## config.mk

```make
export PLATFORM = sky130hd
export DESIGN_NAME = gpio_config_shift
export DESIGN_NICKNAME = d
export VERILOG_FILES = /design/src/rtl/gpio_config_pkg.sv /design/src/rtl/gpio_pad_mux.sv /design/src/rtl/gpio_config_shift.sv
export SDC_FILE = /design/constraint.sdc
export NUM_CORES = 1
export LEC_CHECK = 0
export ABC_AREA = 1
export CORE_ASPECT_RATIO = 1.25
export CORE_UTILIZATION = 45
export DETAILED_ROUTE_END_ITERATION = 7
export PLACE_DENSITY = 0.73
export SLEW_MARGIN = 20
export SYNTH_ARGS = -nofsm -noshare
export SYNTH_HDL_FRONTEND = slang
export SYNTH_SLANG_ARGS = --single-unit
```

## constraint.sdc

```tcl
create_clock -name clock -period 2.02 [get_ports clock]
set_input_delay 0.606 -clock clock [delete_from_list [all_inputs] [get_ports clock]]
set_output_delay 0.606 -clock clock [all_outputs]
set_load 0.02 [all_outputs]
```

## src/rtl/gpio_config_pkg.sv

```systemverilog
// Shared constants for the per-pad GPIO configuration stage: word width,
// named bit positions of the configuration word and the loader FSM states.
package gpio_config_pkg;

    localparam int GPIO_CFG_WIDTH = 10;

    localparam int MGMT_ENA = 0;
    localparam int OUTENB   = 1;
    localparam int HOLDOVER = 2;
    localparam int INENB    = 3;
    localparam int PD_SEL   = 4;
    localparam int PU_SEL   = 5;
    localparam int SCHMITT  = 6;
    localparam int SLEW     = 7;
    localparam int DRV0     = 8;
    localparam int DRV1     = 9;

    typedef enum logic {
        IDLE     = 1'b0,
        SHIFTING = 1'b1
    } cfg_state_e;

endpackage

```

## src/rtl/gpio_pad_mux.sv

```systemverilog
// Combinational pad select: management or user drive, with the config
// output-disable bit forcing the (active-low) enable off.
module gpio_pad_mux (
    input  logic mgmt_ena,
    input  logic outenb,
    input  logic mgmt_gpio_out,
    input  logic mgmt_gpio_oeb,
    input  logic user_gpio_out,
    input  logic user_gpio_oeb,
    output logic pad_out,
    output logic pad_oeb
);

    assign pad_out = mgmt_ena ? mgmt_gpio_out : user_gpio_out;
    assign pad_oeb = outenb | (mgmt_ena ? mgmt_gpio_oeb : user_gpio_oeb);

endmodule

```

## src/rtl/gpio_config_shift.sv

```systemverilog
// Per-pad configuration register with a daisy-chained serial loader and a
// pad output mux driven from the committed configuration.
module gpio_config_shift
    import gpio_config_pkg::*;
#(
    parameter int WIDTH = GPIO_CFG_WIDTH,
    parameter int CNT_W = 4
) (
    input  logic             clock,
    input  logic             reset,
    input  logic [WIDTH-1:0] gpio_defaults,
    input  logic             reload_defaults,
    input  logic             serial_shift,
    input  logic             serial_data_in,
    input  logic             serial_load,
    output logic             serial_data_out,
    output logic [WIDTH-1:0] pad_config,
    output logic             load_error,
    input  logic             mgmt_gpio_out,
    input  logic             mgmt_gpio_oeb,
    input  logic             user_gpio_out,
    input  logic             user_gpio_oeb,
    output logic             pad_out,
    output logic             pad_oeb
);

    localparam logic [CNT_W-1:0] CNT_FULL = CNT_W'(WIDTH);
    localparam logic [CNT_W-1:0] CNT_ONE  = CNT_W'(1);
    localparam logic [CNT_W-1:0] CNT_ZERO = CNT_W'(0);

    logic [WIDTH-1:0] shift_q, shift_d;
    logic [WIDTH-1:0] cfg_q,   cfg_d;
    logic [CNT_W-1:0] count_q, count_d;
    logic             err_q,   err_d;
    cfg_state_e       state_q, state_d;

    // Next-state for loader datapath and FSM; a load is judged on pre-edge state.
    always_comb begin
        shift_d = shift_q;
        cfg_d   = cfg_q;
        count_d = count_q;
        err_d   = err_q;
        state_d = state_q;
        if (reload_defaults) begin
            shift_d = gpio_defaults;
            cfg_d   = gpio_defaults;
            count_d = CNT_ZERO;
            state_d = IDLE;
        end else begin
            if (serial_load) begin
                if (count_q == CNT_FULL) begin
                    cfg_d = shift_q;
                    err_d = 1'b0;
                end else begin
                    err_d = 1'b1;
                end
                count_d = CNT_ZERO;
            end else begin
                count_d = count_q;
            end
            // Long chains over-shift legally, so the counter saturates.
            if (serial_shift) begin
                shift_d = {shift_q[WIDTH-2:0], serial_data_in};
                if (serial_load) begin
                    count_d = CNT_ONE;
                end else if (count_q == CNT_FULL) begin
                    count_d = CNT_FULL;
                end else begin
                    count_d = count_q + CNT_ONE;
                end
            end else begin
                shift_d = shift_q;
            end
            case (state_q)
                IDLE: begin
                    if (serial_shift) begin
                        state_d = SHIFTING;
                    end else begin
                        state_d = IDLE;
                    end
                end
                SHIFTING: begin
                    if (serial_load) begin
                        state_d = IDLE;
                    end else begin
                        state_d = SHIFTING;
                    end
                end
                default: state_d = IDLE;
            endcase
        end
    end

    // State registers with synchronous reset to the tie-cell defaults.
    always_ff @(posedge clock) begin
        if (reset) begin
            shift_q <= gpio_defaults;
            cfg_q   <= gpio_defaults;
            count_q <= CNT_ZERO;
            err_q   <= 1'b0;
            state_q <= IDLE;
        end else begin
            shift_q <= shift_d;
            cfg_q   <= cfg_d;
            count_q <= count_d;
            err_q   <= err_d;
            state_q <= state_d;
        end
    end

    assign serial_data_out = shift_q[WIDTH-1];
    assign pad_config      = cfg_q;
    assign load_error      = err_q;

    gpio_pad_mux u_pad_mux (
        .mgmt_ena      (cfg_q[MGMT_ENA]),
        .outenb        (cfg_q[OUTENB]),
        .mgmt_gpio_out (mgmt_gpio_out),
        .mgmt_gpio_oeb (mgmt_gpio_oeb),
        .user_gpio_out (user_gpio_out),
        .user_gpio_oeb (user_gpio_oeb),
        .pad_out       (pad_out),
        .pad_oeb       (pad_oeb)
    );

endmodule
```

# Yosys cells after proc, flatten, opt, wreduce, memory -nomap -nowiden
# Index checks and enable logic that the tools add are counted.
# totals
ff_bits	25
latch_bits	0
memories	0
inputBits	20
wordCells	29
output_inout_bits	14
romBits	0
mem_bits_rw	0
# classes
multipliers	0
eq_ne	1
div	0
bitwise	2
mux	14
n_reduce_logical	7
magnitude_cmp	0
addsub	1
n_shift	0
# op_table
cell	n
2-to-1 mux 10 bit	7
2-to-1 mux 4 bit	4
nonzero test 3 bit	3
adder 4 x 1 -> 4 bit, second input constant	1
== test 4 bit, second input constant	1
AND reduction 2 bit	2
2-to-1 mux 1 bit	3
nonzero test 2 bit	1
OR reduction 2 bit	1
inverter 1 bit	1
OR 1 bit	1

# Longest topological paths before layout
# depth
depth_word	5
ltp_mapped	5
ltp_nobuf	5

# By module
# A second synthesis with hierarchy kept.
# unflattened
cells_unflattened	114
area_unflattened_um2	1118.6
# by_module_without_submodules
module	instances	cells_each	area_each_um2	seq_area_each_um2
gpio_config_shift	1	106	1079.8	700.7
gpio_pad_mux	1	8	38.8	0.0

# Least setup slack after synthesis
# Ideal clock, no wire load.
# synth_timing
path_type	register to register
startpoint	register count_q[0]
endpoint	register cfg_q[0], in the netlist pad_config[0] (enable)
required_ps	1629
path_stages_with_launch	5
path_buffers	0
synth_period_minus_slack_ps	1811
setup_slack_ps	209
arrival_ps	1420
setup_time_ps	391
path_cell_list	dfxtp_1 > inv_1 > ha_1 > nand3_1 > o21ai_0
# synth_via
elab_chain_len	3
# synth_rtl
item	line_no	rtl
start: declaration	gpio_config_shift.sv:33	logic [CNT_W-1:0] count_q, count_d;
start signal: assignment	gpio_config_shift.sv:105	count_q <= count_d;
== test 4 bit	gpio_config_shift.sv:51	if (count_q == CNT_FULL) begin
nonzero test 3 bit (no line)	--	
AND reduction 2 bit (no line)	--	
end signal: assignment	gpio_config_shift.sv:98	cfg_q <= gpio_defaults;
end signal: assignment	gpio_config_shift.sv:104	cfg_q <= cfg_d;
end: declaration	gpio_config_shift.sv:32	logic [WIDTH-1:0] cfg_q, cfg_d;
# Every way passes these cells.
# A chain may end at the register's enable or synchronous reset.

# Final worst setup path
# layout_timing
startpoint	input port mgmt_gpio_oeb
endpoint	output port pad_oeb
# layout_via
elab_chain_len	2
# layout_rtl
item	line_no	rtl
start: declaration	gpio_config_shift.sv:20	input logic mgmt_gpio_oeb,
2-to-1 mux 1 bit	gpio_pad_mux.sv:15	assign pad_oeb = outenb | (mgmt_ena ? mgmt_gpio_oeb : user_gpio_oeb);
OR 1 bit	gpio_pad_mux.sv:15	
end: declaration	gpio_config_shift.sv:24	output logic pad_oeb
# Every way passes these cells.

==> Implementation_results.wiki <==
{| class="wikitable"
! Metric !! Value
|-
| Crit Path Category || in2out
|-
| Detailed Route Iter0 Violations || 18
|-
| P per Cell Area || 690 nW/um2
|-
| Routability congestion estimate || 0.672
|-
| Worst reg2reg path startpoint || count_q[0]
|-
| Switching fraction of total power || 25.3%
|-
| Class of the tightest hold or removal check || reg2reg
|-
| Biggest area contributors in the synthesized netlist || sky130_fd_sc_hd__edfxtp_1 (54%), sky130_fd_sc_hd__o21ai_0 (11%), sky130_fd_sc_hd__dfxtp_1 (8.9%)
|-
| Post-Synthesis Mean Instance Area || 9.76 um2
|-
| Max Clock Freq || 0.513 GHz
|-
| Tot GR Track Use || 16.5%
|-
| Synth unique cells || 14
|-
| Leak pwr || 0.613 nW
|-
| Net count after synthesis || 137
|-
| Worst-path fanout max || 1
|-
| Remaining routing DRC violations || 0
|-
| Met1 layer usage reported by global route || between 10% and 20%
|-
| Worst setup path endpoint || pad_oeb
|-
| Via count of the first global-routing pass || 768
|-
| Rel. slew slack || 69.9%
|-
| Antenna Cells || 0
|-
| Post-CTS repair timing setup buffer count || 0
|-
| Max IR drop VDD || roughly 0.6 mV
|-
| Cell accounting for the most synthesized area || sky130_fd_sc_hd__edfxtp_1
|-
| Initial standard-cell utilization of the core || 49.2%
|-
| Setup clock skew after layout || about 0.013 ns
|-
| Number of antenna violations at the first check in global routing || 0
|-
| Max-cap check violation count || 0
|-
| Global-route wire length before repair || 3.12 mm
|-
| Sequential group share of total power || between 50% and 60%
|-
| Global-route met2 utilization || roughly 29%
|-
| Final Setup Violations || 0
|-
| Sum of overflow across all layers after global routing || 0
|-
| Die Wd || 46.7 um
|-
| Int Pwr || just under 0.8 mW
|-
| Crit path required time || 1.41 ns
|-
| Largest buffer count on any clock path || 2
|-
| Top cells by instance count after synthesis || sky130_fd_sc_hd__nand2_1 (26), sky130_fd_sc_hd__o21ai_0 (24), sky130_fd_sc_hd__edfxtp_1 (20), sky130_fd_sc_hd__inv_1 (17), sky130_fd_sc_hd__nor2_1 (7)
|-
| Clock tree from TritonCTS || done
|-
| Final hold viol count || 0
|-
| Met3 GRT Util || 3.74%
|-
| Critical Path Start || mgmt_gpio_oeb
|-
| Clock share of power || around 22%
|-
| Count of nets left with antenna violations after detail routing || 0
|-
| Maximum number of pins on one net before global-route repair || 32
|-
| Count of warnings emitted by yosys || 0
|-
| Post-Syn Instances || 115
|-
| CTS buffer count || 3
|-
| Synthesis-to-layout area growth || 33.7%
|-
| Share of power burned in combinational logic || a little under a fifth
|-
| Clock Pin Slew Worst Setup and Hold Paths || roughly 0.15 ns
|-
| Die footprint || around 2700 um2
|-
| Most utilized layer in the global route result || met2
|-
| Share of layout cells above drive strength 1 || 6.67%
|-
| Clk sinks || 25
|-
| Depth of the worst register-to-register path || 5
|-
| Root buffer cell || sky130_fd_sc_hd__clkbuf_4
|-
| Launching element type of the critical path || input port
|-
| Unrepaired setup endpoints after global routing || no
|-
| Insertion delay of the later-clocked pin in the worst-skew pair || 0.32 ns
|-
| Number of iterations in the first detailed-routing pass || 4
|-
| Ports placed on the boundary || 34
|-
| Setup slack of the worst register-to-register path || 0.55 ns
|-
| Worst EP arrival || 1.34 ns
|-
| Run status || finished, final reports clean
|-
| H-tree lvl count || 1
|-
| Number of enable-type register cells in the synthesized netlist || 20
|-
| Power, Total || 1.04 mW
|-
| Sequential fraction of the synthesis area || 62.4%
|-
| Most frequently used cell type in the post-synthesis netlist || sky130_fd_sc_hd__nand2_1
|-
| FP Rows || 19
|-
| Final clock period utilization by the worst path || 96.4%
|-
| Via count || about 870
|-
| Worst Setup End Kind || output pin
|-
| Crit Reg-Reg Endpoint || pad_config[8]
|-
| Min Tclk post-route || slightly below 2 ns
|-
| Detailed Route WL || about 2.1 mm
|-
| Die height || 57.8 um
|-
| Final Slew Violations || 0
|-
| Switch Pwr || around 0.26 mW
|-
| Placed wire-length estimate after detailed placement || 1.57 mm
|-
| Average wire per cell in the routed design || roughly 11 um
|-
| Flip-flop and latch count after synthesis || 25
|-
| Core area || about 2300 um2
|-
| Async set-or-reset flop fraction in the synthesized netlist || 0%
|-
| Fin Hold WS || 0.506 ns
|-
| Primary FF master, synth || sky130_fd_sc_hd__edfxtp_1
|-
| Count of input and output buffers || 33
|-
| Post-synthesis instance area || 1120 um2
|-
| Detail-routed via count per cell || slightly below 5
|-
| Share of Yosys cell area claimed by the top area cell type || 53.5%
|-
| Worst Tran Pin Value || 0.451 ns
|-
| Final #Nets || roughly 170
|}
routing by layer:
layer | wire, um | up-vias
li1 | - | 447
met1 | 893 | 395
met2 | 1060 | 27
met3 | 108 | 2
met4 | 16 | 0
met5 | 0 | -
area by class of cell:
| class | instances | area, um2 |
|---|---|---|
| multi-input cells | 68 | 322 |
| clock buffers | 3 | 22.5 |
| inverters | 17 | 63.8 |
| repair buffers | 36 | 345 |
| fillers | 200 | 782 |
| flip-flops and latches | 25 | 701 |
| well taps | 31 | 38.8 |
| clock inverters | 1 | 7.51 |
critical path, cell delays in order:
cell and delay, ns:
sky130_fd_sc_hd__clkdlybuf4s50_1 0.40, sky130_fd_sc_hd__a21oi_1 0.13, sky130_fd_sc_hd__nand2_1 0.05, sky130_fd_sc_hd__buf_2 0.15
power groups by stage:
| stage | sequential, mW | combinational [mW] | clock, mW |
|---|---|---|---|
| 2_1_floorplan | 0.654 | 0.0688 | 0 |
| 6_report | 0.619 | 0.187 | 0.228 |
| 4_1_cts | 0.620 | 0.189 | 0.237 |
| 3_3_place_gp | 0.629 | 0.189 | 0 |
| 5_1_grt | 0.624 | 0.205 | 0.249 |
| 3_5_place_dp | 0.632 | 0.193 | 0 |
cells by family after synthesis:
| logic type | after synthesis | synth area share (%) |
|---|---|---|
| AOI/OAI and AO/OA | 29 | 12.9 |
| adders and majority gates | 2 | 2.23 |
| buffers and inverters | 22 | 8.92 |
| DFF | 25 | 62.4 |
| and+or+nand+nor | 37 | 13.5 |
cell usage in the layout (no fill, tap or decap), drive strengths merged:
cell type / netlist / routed
nor2: 8 / 8
edfxtp: 20 / 20
clkinvlp: 0 / 1
inv: 17 / 17
o21ai: 24 / 24
buf: 3 / 5
ha: 2 / 2
nand4: 1 / 1
nand3: 2 / 2
a21oi: 5 / 5
nand2: 26 / 26
dlymetal6s2s: 0 / 1
clkdlybuf4s50: 0 / 30
clkbuf: 2 / 3
dfxtp: 5 / 5
registers in the layout, indices dropped and copies added (netlist names):
name	flops
pad_config	10
shift_q	10
count_q	4
load_error	1
through the flow:
| stage | util [%] | instances | setup WS, ns | TNS (ns) | area (um2) |
|---|---|---|---|---|---|
| floorplan | - | 115 | 0.209 | 0 | 1120 |
| global placement | 64.7 | 177 | -0.346 | -0.681 | 1480 |
| detailed placement | 64.7 | 177 | -0.361 | -0.719 | 1480 |
| CTS | 65.6 | 181 | 0.0263 | 0 | 1500 |
| global route | 65.7 | 181 | 0.0271 | 0 | 1500 |
| finish | 65.7 | 181 | 0.0718 | 0 | 1500 |
worst min-delay path by stage:
stage	cells past startpoint	endpoint	slack, ns	start
after floorplan	2	count_q[1]	0.47	count_q[1]
after global placement	2	load_error	0.47	load_error
after detailed placement	2	load_error	0.47	load_error
after CTS	2	load_error	0.50	load_error
after global routing	2	load_error	0.51	load_error
final	2	load_error	0.51	load_error
what timing repair did:
action	4_1_cts	5_1_grt
setup endpoints to repair	2	1
hold buffers	0	0
resized for setup	8	1
cloned	0	0
Note: power is estimated with default switching activity, not from simulation.
